## config.mk

```make
export PLATFORM = sky130hd
export DESIGN_NAME = mem_arbiter
export DESIGN_NICKNAME = d
export VERILOG_FILES = /design/src/rtl/mem_arb_pkg.sv /design/src/rtl/mem_arb_picker.sv /design/src/rtl/mem_arbiter.sv
export SDC_FILE = /design/constraint.sdc
export NUM_CORES = 1
export LEC_CHECK = 0
export ABC_AREA = 1
export BUFFER_PORTS_ARGS = -buffer_cell sky130_fd_sc_hd__buf_2
export CAP_MARGIN = 25
export CORE_AREA = 2 2 117 119
export DETAILED_ROUTE_END_ITERATION = 8
export DIE_AREA = 0 0 119 121
export PLACE_DENSITY_LB_ADDON = 0.08
export SLEW_MARGIN = 20
export SYNTH_ARGS = -nofsm -noshare
export SYNTH_HDL_FRONTEND = slang
export SYNTH_SLANG_ARGS = --single-unit
```

## constraint.sdc

```tcl
create_clock -name clk -period 3.3 [get_ports clk]
set_clock_uncertainty 0.2 [all_clocks]
set_input_delay 0 -clock clk [delete_from_list [all_inputs] [get_ports clk]]
set_output_delay 0 -clock clk [all_outputs]
set_load 0.01 [all_outputs]
```

## src/rtl/mem_arb_pkg.sv

```systemverilog
// mem_arb_pkg: shared types and helpers for the memory arbiter.
//   mem_arb_state_t : arbiter FSM encoding (IDLE, ACCESS, DONE)
//   ptr_width()     : round-robin pointer width, $clog2(n) but never below 1
package mem_arb_pkg;

    typedef enum logic [1:0] {
        ST_IDLE   = 2'd0,
        ST_ACCESS = 2'd1,
        ST_DONE   = 2'd2
    } mem_arb_state_t;

    function automatic int ptr_width(input int n);
        return (n > 1) ? $clog2(n) : 1;
    endfunction

endpackage

```

## src/rtl/mem_arb_picker.sv

```systemverilog
// mem_arb_picker: combinational rotated-priority search.
//   req   in  N_ACCESSORS  pending request vector
//   ptr   in  PTR_W        index with highest priority
//   found out 1            at least one request pending
//   grant out PTR_W        winning index
// Build option: MEM_ARB_FIXED_PRIO_EN makes the search start at index 0
// regardless of ptr (lowest index wins).
module mem_arb_picker
    import mem_arb_pkg::*;
#(
    parameter int N_ACCESSORS = 2,
    parameter int PTR_W       = ptr_width(N_ACCESSORS)
) (
    input  logic [N_ACCESSORS-1:0] req,
    input  logic [PTR_W-1:0]       ptr,
    output logic                   found,
    output logic [PTR_W-1:0]       grant
);

    // One extra bit so base + offset cannot overflow before the modulo wrap.
    logic [PTR_W:0] base;
    logic [PTR_W:0] cand;

`ifdef MEM_ARB_FIXED_PRIO_EN
    logic unused_ptr;
    assign unused_ptr = ^ptr;
    assign base = '0;
`else
    assign base = {1'b0, ptr};
`endif

    // Walk offsets from farthest to nearest so the last hit is the one
    // closest to the pointer.
    always_comb begin
        found = 1'b0;
        grant = '0;
        cand  = '0;
        for (int i = N_ACCESSORS - 1; i >= 0; i--) begin
            cand = base + (PTR_W+1)'(i);
            if (cand >= (PTR_W+1)'(N_ACCESSORS)) begin
                cand = cand - (PTR_W+1)'(N_ACCESSORS);
            end
            if (req[cand[PTR_W-1:0]]) begin
                found = 1'b1;
                grant = cand[PTR_W-1:0];
            end
        end
    end

endmodule

```

## src/rtl/mem_arbiter.sv

```systemverilog
// mem_arbiter: shares one single-port memory between N_ACCESSORS requesters,
// one transaction at a time, round-robin by default.
//   clk, reset_i       clock / synchronous active-high reset
//   acc_address_i      per-accessor address, slice k = [k*BITSIZE +: BITSIZE]
//   acc_load_i/store_i per-accessor request levels (store wins over load)
//   acc_data_i         per-accessor write data
//   acc_data_o         per-accessor read data, holds last value read
//   acc_done_o         one-cycle completion pulse per accessor
//   mem_req_o/we_o/addr_o/wdata_o  memory request fields
//   mem_rdata_i/ack_i  memory response
// Build option: MEM_ARB_FIXED_PRIO_EN selects fixed priority (index 0 wins)
// and removes the round-robin pointer register.
//
// state     | meaning
// ----------+-----------------------------------------------------------
// ST_IDLE   | waiting; latch winner's fields when any request pending
// ST_ACCESS | mem_req_o high until mem_ack_i; read data captured on ack
// ST_DONE   | done pulse to granted accessor, request gap cycle
module mem_arbiter
    import mem_arb_pkg::*;
#(
    parameter int BITSIZE     = 32,
    parameter int N_ACCESSORS = 2
) (
    input  logic                           clk,
    input  logic                           reset_i,
    input  logic [N_ACCESSORS*BITSIZE-1:0] acc_address_i,
    input  logic [N_ACCESSORS-1:0]         acc_load_i,
    input  logic [N_ACCESSORS-1:0]         acc_store_i,
    input  logic [N_ACCESSORS*BITSIZE-1:0] acc_data_i,
    output logic [N_ACCESSORS*BITSIZE-1:0] acc_data_o,
    output logic [N_ACCESSORS-1:0]         acc_done_o,
    output logic                           mem_req_o,
    output logic                           mem_we_o,
    output logic [BITSIZE-1:0]             mem_addr_o,
    output logic [BITSIZE-1:0]             mem_wdata_o,
    input  logic [BITSIZE-1:0]             mem_rdata_i,
    input  logic                           mem_ack_i
);

    localparam int PTR_W = ptr_width(N_ACCESSORS);

    mem_arb_state_t state, state_next;

    logic [PTR_W-1:0]               ptr;
    logic [PTR_W-1:0]               grant;
    logic [PTR_W-1:0]               pick_grant;
    logic                           pick_found;
    logic [N_ACCESSORS-1:0]         req;
    logic [BITSIZE-1:0]             sel_addr;
    logic [BITSIZE-1:0]             sel_wdata;
    logic                           sel_store;
    logic [N_ACCESSORS*BITSIZE-1:0] acc_data;
    logic                           ack_hit;

    assign req        = acc_load_i | acc_store_i;
    assign acc_data_o = acc_data;
    assign ack_hit    = (state == ST_ACCESS) && mem_ack_i;

    mem_arb_picker #(
        .N_ACCESSORS (N_ACCESSORS),
        .PTR_W       (PTR_W)
    ) u_picker (
        .req   (req),
        .ptr   (ptr),
        .found (pick_found),
        .grant (pick_grant)
    );

    always_comb begin
        sel_addr  = '0;
        sel_wdata = '0;
        sel_store = 1'b0;
        for (int k = 0; k < N_ACCESSORS; k++) begin
            if (pick_grant == PTR_W'(k)) begin
                sel_addr  = acc_address_i[k*BITSIZE +: BITSIZE];
                sel_wdata = acc_data_i[k*BITSIZE +: BITSIZE];
                sel_store = acc_store_i[k];
            end
        end
    end

    always_ff @(posedge clk) begin
        if (reset_i) begin
            state <= ST_IDLE;
        end else begin
            state <= state_next;
        end
    end

    always_comb begin
        state_next = state;
        mem_req_o  = 1'b0;
        acc_done_o = '0;
        case (state)
            ST_IDLE: begin
                if (pick_found) begin
                    state_next = ST_ACCESS;
                end
            end
            ST_ACCESS: begin
                mem_req_o = 1'b1;
                if (mem_ack_i) begin
                    state_next = ST_DONE;
                end
            end
            ST_DONE: begin
                state_next = ST_IDLE;
                for (int k = 0; k < N_ACCESSORS; k++) begin
                    if (grant == PTR_W'(k)) begin
                        acc_done_o[k] = 1'b1;
                    end
                end
            end
            default: state_next = ST_IDLE;
        endcase
    end

    always_ff @(posedge clk) begin
        if (reset_i) begin
            grant       <= '0;
            mem_we_o    <= 1'b0;
            mem_addr_o  <= '0;
            mem_wdata_o <= '0;
            acc_data    <= '0;
        end else begin
            if (state == ST_IDLE && pick_found) begin
                grant       <= pick_grant;
                mem_we_o    <= sel_store;
                mem_addr_o  <= sel_addr;
                mem_wdata_o <= sel_wdata;
            end
            // Read data lands on the same edge that enters DONE, so it is
            // valid together with the done pulse.
            if (ack_hit && !mem_we_o) begin
                for (int k = 0; k < N_ACCESSORS; k++) begin
                    if (grant == PTR_W'(k)) begin
                        acc_data[k*BITSIZE +: BITSIZE] <= mem_rdata_i;
                    end
                end
            end
        end
    end

`ifdef MEM_ARB_FIXED_PRIO_EN
    assign ptr = '0;
`else
    localparam logic [PTR_W-1:0] LAST_IDX = PTR_W'(N_ACCESSORS - 1);

    // Pointer only moves on a completed transaction; an abandoned one
    // (reset mid-access) leaves no trace.
    always_ff @(posedge clk) begin
        if (reset_i) begin
            ptr <= '0;
        end else if (ack_hit) begin
            ptr <= (grant == LAST_IDX) ? '0 : grant + PTR_W'(1);
        end
    end
`endif

endmodule

```

==> results.ini <==
[sta]
grt_setup_unrepaired = no
period_share = 0.781
tns_ns = 0
period_needed_ns = 2.58
worstMarginPinSlew_ns = 0.770
slew_violations = 0
whs_ns = 0.171
final-hold-violation-count = 0
maxSlewHeadroom = 0.487
timing.fmax_mhz = 388
finalSetupViolCount = 0

[clock_network]
clk_latency_ns = 0.41
postCtsSetupBuffers = 0
cts_max_level = 4
clk_path_buf_depth = 2
clk_pin_slew_ns = 0.06
cts_sinks = 133
root_buffer = clkbuf_16
cts_made_buffers = 17
tritoncts = built

[global_route]
globalRouteOverflowTotal = 0
antenna_found_initial = 0
grt_max_degree = 69
grt_pass1_wl_mm = 32.8
grt_pass1_vias = 6986
grt.total_usage = 0.284

[floorplan]
dieArea_mm2 = 0.0144
fp.dieW_um = 119
core-area_mm2 = 0.0131
io-pin-count = 299
die_h_um = 121
row_count = 42
floorplan.initialDensity = 0.454

[yosys]
async_flop_share = 0
ys_top_cells_by_count = 136 x inv_1, 136 x nand2_1, 133 x dfxtp_1
synth_edf_count = 0
synth-compound-area-share = 0.113
ys_warn_count = 0
netlist_area_mm2 = 0.00594
synth_ff_type = dfxtp_1
synth-simple-area-share = 0.298
syn_nets = 1045
netlist_instances = 878
synthTopCellsByArea = dfxtp_1 45%, nand3_1 11%, inv_1 8.6%, nand2_1 8.6%, nor2_1 6.6%
synth_area_per_cell_um2 = 6.76
synth-seq-cells = 133
synth_mux_area_frac = 0
ys_seq_area_frac = 0.449
yosys.area.top_type_share = 0.449
synth_cell_types = 19
synth_top_area_cell = dfxtp_1
synth-xor-area-share = 0
synth_top_family_by_area = simple AND/OR/NAND/NOR gates
yosys.area_share.adder = 0

[detailed_routing]
drt_iter0_markers = 514
routed_wl_mm = 20.7
wire_per_inst_um = 13.8
dr.pass1.iters = 6
via_per_inst = 4.83
drc = 0
via_count = 7268
ant_nets = 0

[setup_path]
path_class = reg -> reg
critPathLaunchType = flip-flop
worstPathRequired_ns = 3.45
end_kind = flip-flop
cp_data_arrival_time_ns = 2.73
worstPathMaxFanout = 36

[flow_run]
drv_cap = 0

[placed_design]
portBuffers = 298
hpwl_mm = 12.3
gp_congestion = 0.831

[finish]
antennaDiodeCount = 0
n_fill_cell = 1036
area_growth_pct = 64.7
fin_nets = 1482
drive_above_1_share = 0.264

[hold_path]
worstHoldPathType = in -> reg

[run_status]
status = finished clean

[pwr]
power.density_mw_per_mm2 = 503
peakVddDrop_mv = 0.365
p_leak_nw = 5.15

## critical path, cell delays in order (launching register included)
cell and delay, ns:
dfxtp_1 0.38, inv_2 0.06, nor2_4 0.13, nand2_4 0.25, nor2_4 0.65, o21ai_1 0.13
nor2_1 0.13, dlygate4sd3_1 0.56
## final timing paths
check,endpoint,startpoint,slack (ns),depth (start not counted)
min,grant$_SDFFE_PP0P_,acc_load_i[0],0.17,5
max reg2reg,acc_data_o[62]$_SDFFE_PP0P_,state[0]$_SDFFE_PP0P_,0.72,7
max,acc_data_o[62]$_SDFFE_PP0P_,state[0]$_SDFFE_PP0P_,0.72,7
min reg2reg,acc_data_o[10]$_SDFFE_PP0P_,acc_data_o[10]$_SDFFE_PP0P_,0.27,2
## final cells by class
cell class | count | area, um^2 | share of cell area
clock buffers | 20 | 457 | 0.0467
multi-input cells | 542 | 2450 | 0.251
repair buffers | 482 | 3310 | 0.338
inverters | 139 | 522 | 0.0534
flip-flops and latches | 133 | 2660 | 0.272
clock inverters | 12 | 154 | 0.0157
well taps | 176 | 220 | 0.0225
## layer usage
metal  GRT usage  wire, um  vias to the layer above
li1            -         -                     3635
met1       0.314      8310                     3276
met2       0.501     10300                      299
met3      0.0794      1430                       58
met4       0.141       678                        0
met5           0         0                        -
## report_power, final
part           switching [W]  internal (W)  total, W  leakage (nW)
Combinational       0.000602      0.000558   0.00116          3.76
Sequential         0.0000711       0.00175   0.00182          1.09
Clock               0.000708       0.00123   0.00193         0.292
Total                0.00138       0.00353   0.00492          5.15
## state kept, by name, summed over array words and instances (netlist names)
register	flops
acc_data_o	64
grant	1
mem_addr_o	32
mem_wdata_o	32
mem_we_o	1
ptr	1
state	2
## timing repair
| item | CTS | global route |
|---|---|---|
| resized for setup | 0 | 0 |
| endpoints found under the hold margin | 131 | 0 |
| endpoints found under the setup margin | 0 | 0 |
| hold buffers | 174 | 0 |
## placed cells by master, fill, tap and decap left out, drive strengths merged
master,count
bufinv,3
inv,139
nand3,130
nor3,34
nand2,138
clkinvlp,3
dfxtp,133
o21ai,66
dlygate4sd3,174
buf,308
a21oi,68
clkinv,6
clkbuf,20
nor2,106
## logic make-up after synthesis
| group | Yosys count |
|---|---|
| AOI/OAI and AO/OA | 134 |
| buffers and inverters | 203 |
| and+or+nand+nor | 408 |
| DFF | 133 |
## stage by stage
step	total power, W	area (um^2)	std cells	utilization	setup WS, ns
after floorplan	0.00239	5940	878	-	1.91
after global placement	0.00273	7420	1298	0.567	1.32
after detailed placement	0.00274	7420	1298	0.567	1.29
after CTS	0.00493	9770	1504	0.747	0.805
after global routing	0.00516	9770	1504	0.747	0.566
final	0.00492	9770	1504	0.747	0.723
Power figures use the tool's default switching activity.
